===== src/rtl/reg_mem_arbiter_pkg.sv =====
// Shared types for the two-port reg_mem arbiter: FSM state encoding and port identifiers.
package reg_mem_arbiter_pkg;

  typedef enum logic {
    ST_IDLE   = 1'b0,
    ST_ACCESS = 1'b1
  } state_e;

  typedef enum logic {
    PORT_A = 1'b0,
    PORT_B = 1'b1
  } port_e;

endpackage


===== src/rtl/reg_mem_arbiter_rr_pick2.sv =====
// Combinational 2-way round-robin pick: on contention the port that did not win last time is chosen.
module rr_pick2
  import reg_mem_arbiter_pkg::*;
(
  input  logic  req_a_i,
  input  logic  req_b_i,
  input  port_e last_owner_i,
  output logic  gnt_a_o,
  output logic  gnt_b_o
);

  always_comb begin
    gnt_a_o = req_a_i & (~req_b_i | (last_owner_i == PORT_B));
    gnt_b_o = req_b_i & ~gnt_a_o;
  end

endmodule


===== src/rtl/reg_mem_arbiter.sv =====
// Two-port round-robin sequencer sharing one reg_mem: grant in IDLE, one ACCESS cycle,
// then a registered done pulse (with read data for reads) on the following IDLE cycle.
module reg_mem_arbiter
  import reg_mem_arbiter_pkg::*;
#(
  parameter int DATA_WIDTH = 8,
  parameter int ADDR_BITS  = 5
) (
  input  logic                  clk,
  input  logic                  rst_n,
  input  logic                  req_a,
  input  logic                  we_a,
  input  logic [ADDR_BITS-1:0]  addr_a,
  input  logic [DATA_WIDTH-1:0] wdata_a,
  output logic                  gnt_a,
  output logic                  done_a,
  output logic [DATA_WIDTH-1:0] rdata_a,
  input  logic                  req_b,
  input  logic                  we_b,
  input  logic [ADDR_BITS-1:0]  addr_b,
  input  logic [DATA_WIDTH-1:0] wdata_b,
  output logic                  gnt_b,
  output logic                  done_b,
  output logic [DATA_WIDTH-1:0] rdata_b,
  output logic [ADDR_BITS-1:0]  mem_addr,
  output logic [DATA_WIDTH-1:0] mem_wdata,
  output logic                  mem_wen,
  input  logic [DATA_WIDTH-1:0] mem_rdata
);

  state_e                state_q, state_d;
  port_e                 lastOwner_q, lastOwner_d;
  port_e                 cmdOwner_q, cmdOwner_d;
  logic                  cmdWe_q, cmdWe_d;
  logic [ADDR_BITS-1:0]  cmdAddr_q, cmdAddr_d;
  logic [DATA_WIDTH-1:0] cmdWdata_q, cmdWdata_d;
  logic                  doneA_q, doneA_d, doneB_q, doneB_d;
  logic [DATA_WIDTH-1:0] rdataA_q, rdataA_d, rdataB_q, rdataB_d;
  logic                  pickA, pickB;

  rr_pick2 u_pick (
    .req_a_i      (req_a),
    .req_b_i      (req_b),
    .last_owner_i (lastOwner_q),
    .gnt_a_o      (pickA),
    .gnt_b_o      (pickB)
  );

  always_comb begin
    state_d     = state_q;
    lastOwner_d = lastOwner_q;
    cmdOwner_d  = cmdOwner_q;
    cmdWe_d     = cmdWe_q;
    cmdAddr_d   = cmdAddr_q;
    cmdWdata_d  = cmdWdata_q;
    doneA_d     = 1'b0;
    doneB_d     = 1'b0;
    rdataA_d    = rdataA_q;
    rdataB_d    = rdataB_q;
    gnt_a       = 1'b0;
    gnt_b       = 1'b0;
    mem_addr    = '0;
    mem_wdata   = '0;
    mem_wen     = 1'b0;
    case (state_q)
      ST_IDLE: begin
        if (rst_n && (pickA || pickB)) begin
          gnt_a       = pickA;
          gnt_b       = pickB;
          state_d     = ST_ACCESS;
          lastOwner_d = pickA ? PORT_A : PORT_B;
          cmdOwner_d  = pickA ? PORT_A : PORT_B;
          cmdWe_d     = pickA ? we_a : we_b;
          cmdAddr_d   = pickA ? addr_a : addr_b;
          cmdWdata_d  = pickA ? wdata_a : wdata_b;
        end
      end
      ST_ACCESS: begin
        // wen is gated by rst_n so a write aborted by reset never reaches the memory
        mem_addr  = cmdAddr_q;
        mem_wdata = cmdWdata_q;
        mem_wen   = cmdWe_q & rst_n;
        state_d   = ST_IDLE;
        if (cmdOwner_q == PORT_A) begin
          doneA_d = 1'b1;
          if (!cmdWe_q) rdataA_d = mem_rdata;
        end else begin
          doneB_d = 1'b1;
          if (!cmdWe_q) rdataB_d = mem_rdata;
        end
      end
    endcase
  end

  always_ff @(posedge clk) begin
    if (!rst_n) begin
      state_q     <= ST_IDLE;
      lastOwner_q <= PORT_B;
      cmdOwner_q  <= PORT_A;
      cmdWe_q     <= 1'b0;
      cmdAddr_q   <= '0;
      cmdWdata_q  <= '0;
      doneA_q     <= 1'b0;
      doneB_q     <= 1'b0;
      rdataA_q    <= '0;
      rdataB_q    <= '0;
    end else begin
      state_q     <= state_d;
      lastOwner_q <= lastOwner_d;
      cmdOwner_q  <= cmdOwner_d;
      cmdWe_q     <= cmdWe_d;
      cmdAddr_q   <= cmdAddr_d;
      cmdWdata_q  <= cmdWdata_d;
      doneA_q     <= doneA_d;
      doneB_q     <= doneB_d;
      rdataA_q    <= rdataA_d;
      rdataB_q    <= rdataB_d;
    end
  end

  assign done_a  = doneA_q;
  assign done_b  = doneB_q;
  assign rdata_a = rdataA_q;
  assign rdata_b = rdataB_q;

endmodule


===== config.mk =====
export PLATFORM = sky130hd
export DESIGN_NAME = reg_mem_arbiter
export DESIGN_NICKNAME = d
export VERILOG_FILES = /design/src/rtl/reg_mem_arbiter_pkg.sv /design/src/rtl/reg_mem_arbiter_rr_pick2.sv /design/src/rtl/reg_mem_arbiter.sv
export SDC_FILE = /design/constraint.sdc
export NUM_CORES = 1
export LEC_CHECK = 0
export ABC_AREA = 1
export BUFFER_PORTS_ARGS = -buffer_cell sky130_fd_sc_hd__buf_2
export CAP_MARGIN = 20
export CORE_MARGIN = 2
export CORE_UTILIZATION = 50
export CTS_CLUSTER_SIZE = 24
export DETAILED_ROUTE_END_ITERATION = 16
export PLACE_DENSITY = 0.84
export SLEW_MARGIN = 0
export SYNTH_ARGS = -nofsm -noshare
export SYNTH_HDL_FRONTEND = slang
export SYNTH_HIERARCHICAL = 1
export SYNTH_SLANG_ARGS = --single-unit

===== constraint.sdc =====
create_clock -name clk -period 2.76 [get_ports clk]
set_clock_uncertainty 0.2 [all_clocks]
set_input_delay 0.138 -clock clk [delete_from_list [all_inputs] [get_ports clk]]
set_output_delay 0.138 -clock clk [all_outputs]
set_load 0.05 [all_outputs]

==> run_results.csv, run 1 <==
group,metric,value,unit
outcome,status,"completed",
power,power_density,482.7,nW/um^2
yosys,synth.top_cells.by_area,"dfxtp_1, nand2_1, nor2_1",
timing,max_freq,0.4788,GHz
power,peakVddDrop,0.2464,mV
yosys,synth_common_cells,"nand2_1, nor2_1, inv_1",
drt,drtAntennaViolNets,0,
clocking,cts_buffers,5,
yosys,ys_seq_area_share,42.59,%
drt,routed.top_layer,"met4",
setup_path,r2r-start,"lastOwner_q",
timing,slew_headroom,66.51,%
yosys,synth_top_area_share,42.59,%
placed_design,post-place-cells,371,
setup_path,r2r_slack,0.70,ns
yosys,synth_edf_count,0,
die,dieArea,3766,sq um
setup_path,slowest_delay,0.48,ns
setup_path,r2r_cells,8,
finish,drive_gt1_share,23.45,%
timing,final-hold-violation-count,0,
drt,dr_wl_met2,2368,um
clocking,ctsResizeCount,0,
placed_design,gp_congestion,0.8063,
timing,worst_pin_slew,0.5017,ns
setup_path,endpoint_kind,"primary output",
drt,wl_met3,286,um
setup_path,critical_path.startpoint,"state_q",
global_route,grt-ovfl-total,0,
yosys,avgSynthCellArea,6.209,sq um
setup_path,critPathMaxFanout,15,
timing,holdWs,0.03773,ns
setup_path,crit_path_end,"gnt_b",
setup_path,cp.arrival,1.75,ns
yosys,synthArstFlopShare,0,%
yosys,yosysMostFrequentCell,"nand2_1",
timing,finalCritPeriodShare,75.67,%
power,power.leakage,0.001417,uW
yosys,ys_warn_count,6,
yosys,netlist_area,1645,sq um
yosys,syn_inst,265,
yosys,yosysTopAreaCell,"dfxtp_1",
setup_path,cp-start-kind,"flop",
finish,final_net_count,410,
hold_path,worstHoldPathType,"input pin to flop",
drt,dr_total_vias,1923,
finish,diodes,0,
yosys,synth_cell_types,16,
die,num_rows,20,
global_route,grt_pass1_vias,1712,
finish,final-seq-area,700.7,sq um
timing,min_period,2.088,ns
clocking,cts_root_buf,"clkbuf_4",
die,start_util,53.02,%
global_route,grt_max_degree,26,
timing,slew_violations,0,
drt,remaining_drc_errors,0,
drt,firstDrtPassIters,4,
yosys,ys_ff_latch,35,
die,io_pins,74,
finish,stdcell_count,415,
drt,drt-met1-wl,1880,um
global_route,track_usage,26.43,%
drt,viasPerCell,4.634,
setup_path,slowest_stage,"dfxtp_1",
clocking,cts_buffer_depth,2,
yosys,syn-num-nets,305,
die,chipHeight,61.37,um
clocking,clkTransAtPathRegs,0.10,ns
job,cap_violations,0,
setup_path,worst-setup-path-type,"flop to primary output",
yosys,synth_ff_type,"dfxtp_1",
global_route,grt_first_pass_wirelength,7258,um
timing,finalSetupViolCount,0,
drt,drtIter0Drc,140,
timing,fin_setup_tns,0,ns
finish,area_delta_synth_final,47.60,%
die,core-area,3103,sq um
drt,wl_per_cell,11.04,um
finish,fillCellCount,228,
placed_design,dp_hpwl,2814,um
setup_path,r2r_end,"cmdWe_q",
setup_path,crit_chain,"buf_4 > inv_1 > nand2_1 > nor2_1 > buf_2",
clocking,cts_sinks,35,
die,die_x,61.37,um
global_route,antenna_found_initial,0,
drt,postRouteWirelength,4583,um
setup_path,cp.required,2.42,ns
clocking,clk_latency,0.33,ns
timing,grt_setup_unrepaired,"false",
finish,multi_input_area,725.7,sq um
clocking,cts_tree,"yes",
clocking,htree_levels,2,
placed_design,port_buffers,73,
## worst max-delay path: cells and delay by family, from the launching register on
kind	cells	cell delay, ns
flops	1	0.48
simple gates	2	0.29
buf+inv	3	0.65
## worst min path at each step
stage / slack, ns / from / to / cells past startpoint
after floorplan: 0.07 / rst_n / rdata_a[0] / 2
after CTS: 0.02 / rst_n / cmdWe_q / 3
after global placement: 0.22 / mem_rdata[2] / rdata_a[2] / 3
final: 0.04 / rst_n / cmdWdata_q[3] / 3
after detailed placement: 0.22 / mem_rdata[5] / rdata_a[5] / 3
after global routing: 0.01 / rst_n / cmdWdata_q[5] / 3
## layout make-up
| type | instances | area share, % |
|---|---|---|
| clock buffers | 6 | 1.700 |
| clock inverters | 2 | 0.5152 |
| inverters | 38 | 5.976 |
| multi-input cells | 178 | 29.88 |
| flip-flops and latches | 35 | 28.85 |
| well taps | 44 | 2.267 |
| repair buffers | 112 | 30.81 |
## state kept, by name, indices dropped and copies added, names as in the netlist
register	flops
lastOwner_q	1
rdata_a	8
cmdWdata_q	8
done_a	1
state_q	1
done_b	1
cmdWe_q	1
rdata_b	8
cmdOwner_q	1
cmdAddr_q	5
## what timing repair did
item                                   in CTS  in global routing
setup buffers                               0                  0
hold buffers                               36                  0
endpoints found under the hold margin      30                  0
setup endpoints to repair                   0                  0
## power by group
| group | internal [uW] | switching (uW) | total, uW |
|---|---|---|---|
| Sequential | 542 | 24.9 | 567 |
| Clock | 98.2 | 165 | 263 |
| Combinational | 130 | 213 | 342 |
| Total | 770 | 402 | 1170 |
## placed cells by master, fill, tap and decap left out
master,Yosys,final
nand2_1,96,96
buf_2,5,73
nor2_1,52,52
inv_1,36,36
dlygate4sd3_1,0,36
dfxtp_1,35,35
a21oi_1,10,10
o21ai_0,9,9
nand4_1,8,8
clkbuf_4,0,5
buf_4,2,3
inv_4,1,1
nand3_1,1,1
inv_2,1,1
clkinv_2,0,1
clkinvlp_4,0,1
clkbuf_1,6,1
a21oi_2,1,1
a21boi_2,1,1
## per-stage QoR
step	worst slack [ns]	power, uW	area, sq um	util [%]
global placement	1.060	855.5	2014	64.92
CTS	0.6865	1166	2429	78.27
global route	0.5536	1245	2429	78.27
floorplan	0.8026	787.3	1645	-
finish	0.6716	1172	2429	78.27
detailed placement	1.023	860.2	2014	64.92
## kinds of logic (layout without fill, tap and decap cells)
logic type,after synthesis,after routing,share of synthesized area [%]
flops,35,35,42.59
compound gates,21,21,6.996
simple gates,157,157,37.11
buf+inv,52,158,13.31
## per-layer routing
| metal | global-route usage, % | vias to the layer above |
|---|---|---|
| met2 | 48.33 | 77 |
| li1 | - | 999 |
| met5 | 0 | - |
| met3 | 8.403 | 9 |
| met1 | 28.79 | 838 |
| met4 | 8.815 | 0 |
Power figures use the tool's default switching activity.
==> run 2, diff against run 1 <==
--- a/config.mk
+++ b/config.mk
@@ -9,10 +9,10 @@
 export BUFFER_PORTS_ARGS = -buffer_cell sky130_fd_sc_hd__buf_2
 export CAP_MARGIN = 20
 export CORE_MARGIN = 2
-export CORE_UTILIZATION = 50
+export CORE_UTILIZATION = 46
 export CTS_CLUSTER_SIZE = 24
 export DETAILED_ROUTE_END_ITERATION = 16
-export PLACE_DENSITY = 0.84
+export PLACE_DENSITY = 0.78
 export SLEW_MARGIN = 0
 export SYNTH_ARGS = -nofsm -noshare
 export SYNTH_HDL_FRONTEND = slang
==> constraint.sdc (replaced) <==
create_clock -name clk -period 1.95 [get_ports clk]
set_clock_uncertainty 0.2 [all_clocks]
set_input_delay 0.0975 -clock clk [delete_from_list [all_inputs] [get_ports clk]]
set_output_delay 0.0975 -clock clk [all_outputs]
set_load 0.05 [all_outputs]
==> run 2 against run 1 <==
Routed wire length is 13% higher; combinational power is 53% higher; largest cell class unchanged; cell count grew 3.1%; clock power is 110% higher; total power increased by 59%; highest routed layer unchanged; largest power group unchanged; final area is 7.2% higher; sequential share of layout area fell by 1.9 points; sequential cell count unchanged.
==> run_results.csv, run 2 (synthesized netlist as in run 1, its figures left out) <==
group,metric,value,unit
drt,routed.top_layer,"met4",
placed_design,gp_congestion,0.7876,
timing,slew_headroom,76.58,%
drt,drtIter0Drc,182,
timing,grt_setup_unrepaired,"true",
clocking,cts_buffers,5,
hold_path,hold_path_end,"lastOwner_q",
power,finalPower,1868,uW
setup_path,r2r_slack,0.09,ns
timing,final-hold-violation-count,0,
setup_path,r2r-start,"lastOwner_q",
setup_path,cp.arrival,1.98,ns
hold_path,hold_path_depth,5,
clocking,cts_sinks,35,
setup_path,cp_top_family,"buffers and inverters",
power,power.leakage,0.001499,uW
setup_path,worst-path-buf-inv,5,
die,chipHeight,63.81,um
setup_path,cp-start-kind,"input pin",
drt,viasPerCell,4.762,
hold_path,hold_path_startpoint,"req_b",
global_route,grt_pass1_vias,1828,
setup_path,critPathMaxFanout,16,
clocking,clkTransAtPathRegs,0.10,ns
global_route,antenna_found_initial,0,
die,die_x,63.81,um
placed_design,post-place-cells,375,
drt,wl_per_cell,12.12,um
clocking,htree_levels,2,
timing,worst_pin_slew,0.3505,ns
placed_design,dp_hpwl,2790,um
global_route,grt_first_pass_wirelength,7879,um
finish,drive_gt1_share,25.92,%
die,num_rows,21,
power,power_density,717.6,nW/um^2
power,power.internal,1271,uW
clocking,clk_latency,0.34,ns
die,io_pins,74,
outcome,status,"completed",
drt,firstDrtPassIters,5,
setup_path,r2r_end,"cmdAddr_q[0]",
timing,max_freq,0.5175,GHz
drt,remaining_drc_errors,0,
power,clkPwrFrac,29.3,%
power,pwr-share-comb,28.1,%
setup_path,slowest_delay,0.55,ns
drt,postRouteWirelength,5187,um
finish,area_delta_synth_final,58.18,%
global_route,grt-ovfl-total,0,
power,peakVddDrop,0.3911,mV
setup_path,slowest_stage,"dlygate4sd3_1",
global_route,track_usage,24.79,%
timing,min_period,1.933,ns
placed_design,post-place-ws,0.2544,ns
timing,holdWs,0.1439,ns
power,switchingPower,596.7,uW
power,swShare,31.95,%
power,power_frac_seq,42.7,%
die,start_util,48.54,%
timing,finalCritPeriodShare,99.10,%
setup_path,endpoint_kind,"flop",
timing,finalSetupViolCount,0,
finish,final_net_count,421,
clocking,cts_buffer_depth,2,
die,dieArea,4071,sq um
clocking,cts_tree,"yes",
finish,diodes,0,
clocking,cts_root_buf,"clkbuf_4",
die,core-area,3390,sq um
hold_path,worstHoldPathType,"input pin to flop",
drt,dr_wl_met2,2684,um
setup_path,cp.required,2.00,ns
drt,drt-met1-wl,1966,um
job,cap_violations,0,
drt,wl_met3,316,um
drt,drtAntennaViolNets,0,
finish,final_cell_mix,"nand2_1, buf_2, nor2_1",
finish,mostFrequentLayoutCell,"nand2_1",
timing,finalWorstSetupSlack,0.01746,ns
setup_path,worst-setup-path-type,"input pin to flop",
global_route,grt_max_degree,26,
setup_path,crit_chain,"dlygate4sd3_1 > buf_2 > inv_1 > a21oi_4 > inv_4 > nand2_1 > nand2_1 > dlygate4sd3_1 > nor2_1 > nor2_1",
placed_design,port_buffers,73,
drt,dr_total_vias,2038,
finish,stdcell_count,428,
timing,slew_violations,0,
setup_path,r2r_cells,8,
## run 2: layout make-up
cell class                 count  area [sq um]
clock buffer                   6         51.30
clock inverter                 2         35.03
fill                         252         787.0
inverter                      38         148.9
multi-input combinational    178         740.7
sequential                    35         701.9
tap                           46         57.56
timing repair buffer         123         867.1
## run 2: worst register-to-register path, cell delays in order (launching register included)
cell and delay [ns]:
dfxtp_2 0.36, inv_1 0.07, a21oi_4 0.17, inv_4 0.12
nand2_1 0.08, nand2_1 0.05, dlygate4sd3_1 0.55, nor2_1 0.11
nor2_1 0.05
## run 2: worst max-delay path by stage
stage                startpoint            to  cells past startpoint  slack (ns)
CTS                     state_q    rdata_b[0]                      5        0.01
global route              req_a  cmdAddr_q[4]                     10       -0.08
global placement    lastOwner_q  cmdAddr_q[0]                      9        0.33
finish                    req_a  cmdAddr_q[0]                     10        0.02
detailed placement  lastOwner_q       cmdWe_q                      8        0.25
floorplan               state_q   lastOwner_q                      6        0.22
## run 2: repair_timing
item	CTS	global route
hold buffers	40	0
endpoints found under the setup margin	0	9
gates resized for setup	0	8
hold endpoints to repair	31	0
setup buffers	0	5
## run 2: stage by stage
step / instance area [sq um] / utilization (%) / TNS (ns)
after floorplan: 1648 / - / 0
after global placement: 2047 / 60.39 / 0
after detailed placement: 2047 / 60.39 / 0
after CTS: 2534 / 74.75 / 0
after global routing: 2603 / 76.78 / -0.3343
final: 2603 / 76.78 / 0
## run 2: layer usage
| metal | GRT usage (%) | vias to the layer above |
|---|---|---|
| met4 | 13.86 | 0 |
| li1 | - | 1021 |
| met5 | 0 | - |
| met3 | 5.106 | 26 |
| met1 | 27.73 | 894 |
| met2 | 43.49 | 97 |
## run 2: power by group through the flow
stage	Combinational (uW)	Clock (uW)	Sequential [uW]
floorplan	241	0	874
global placement	414	0	807
detailed placement	419	0	810
CTS	486	552	793
global route	569	585	803
finish	524	547	797
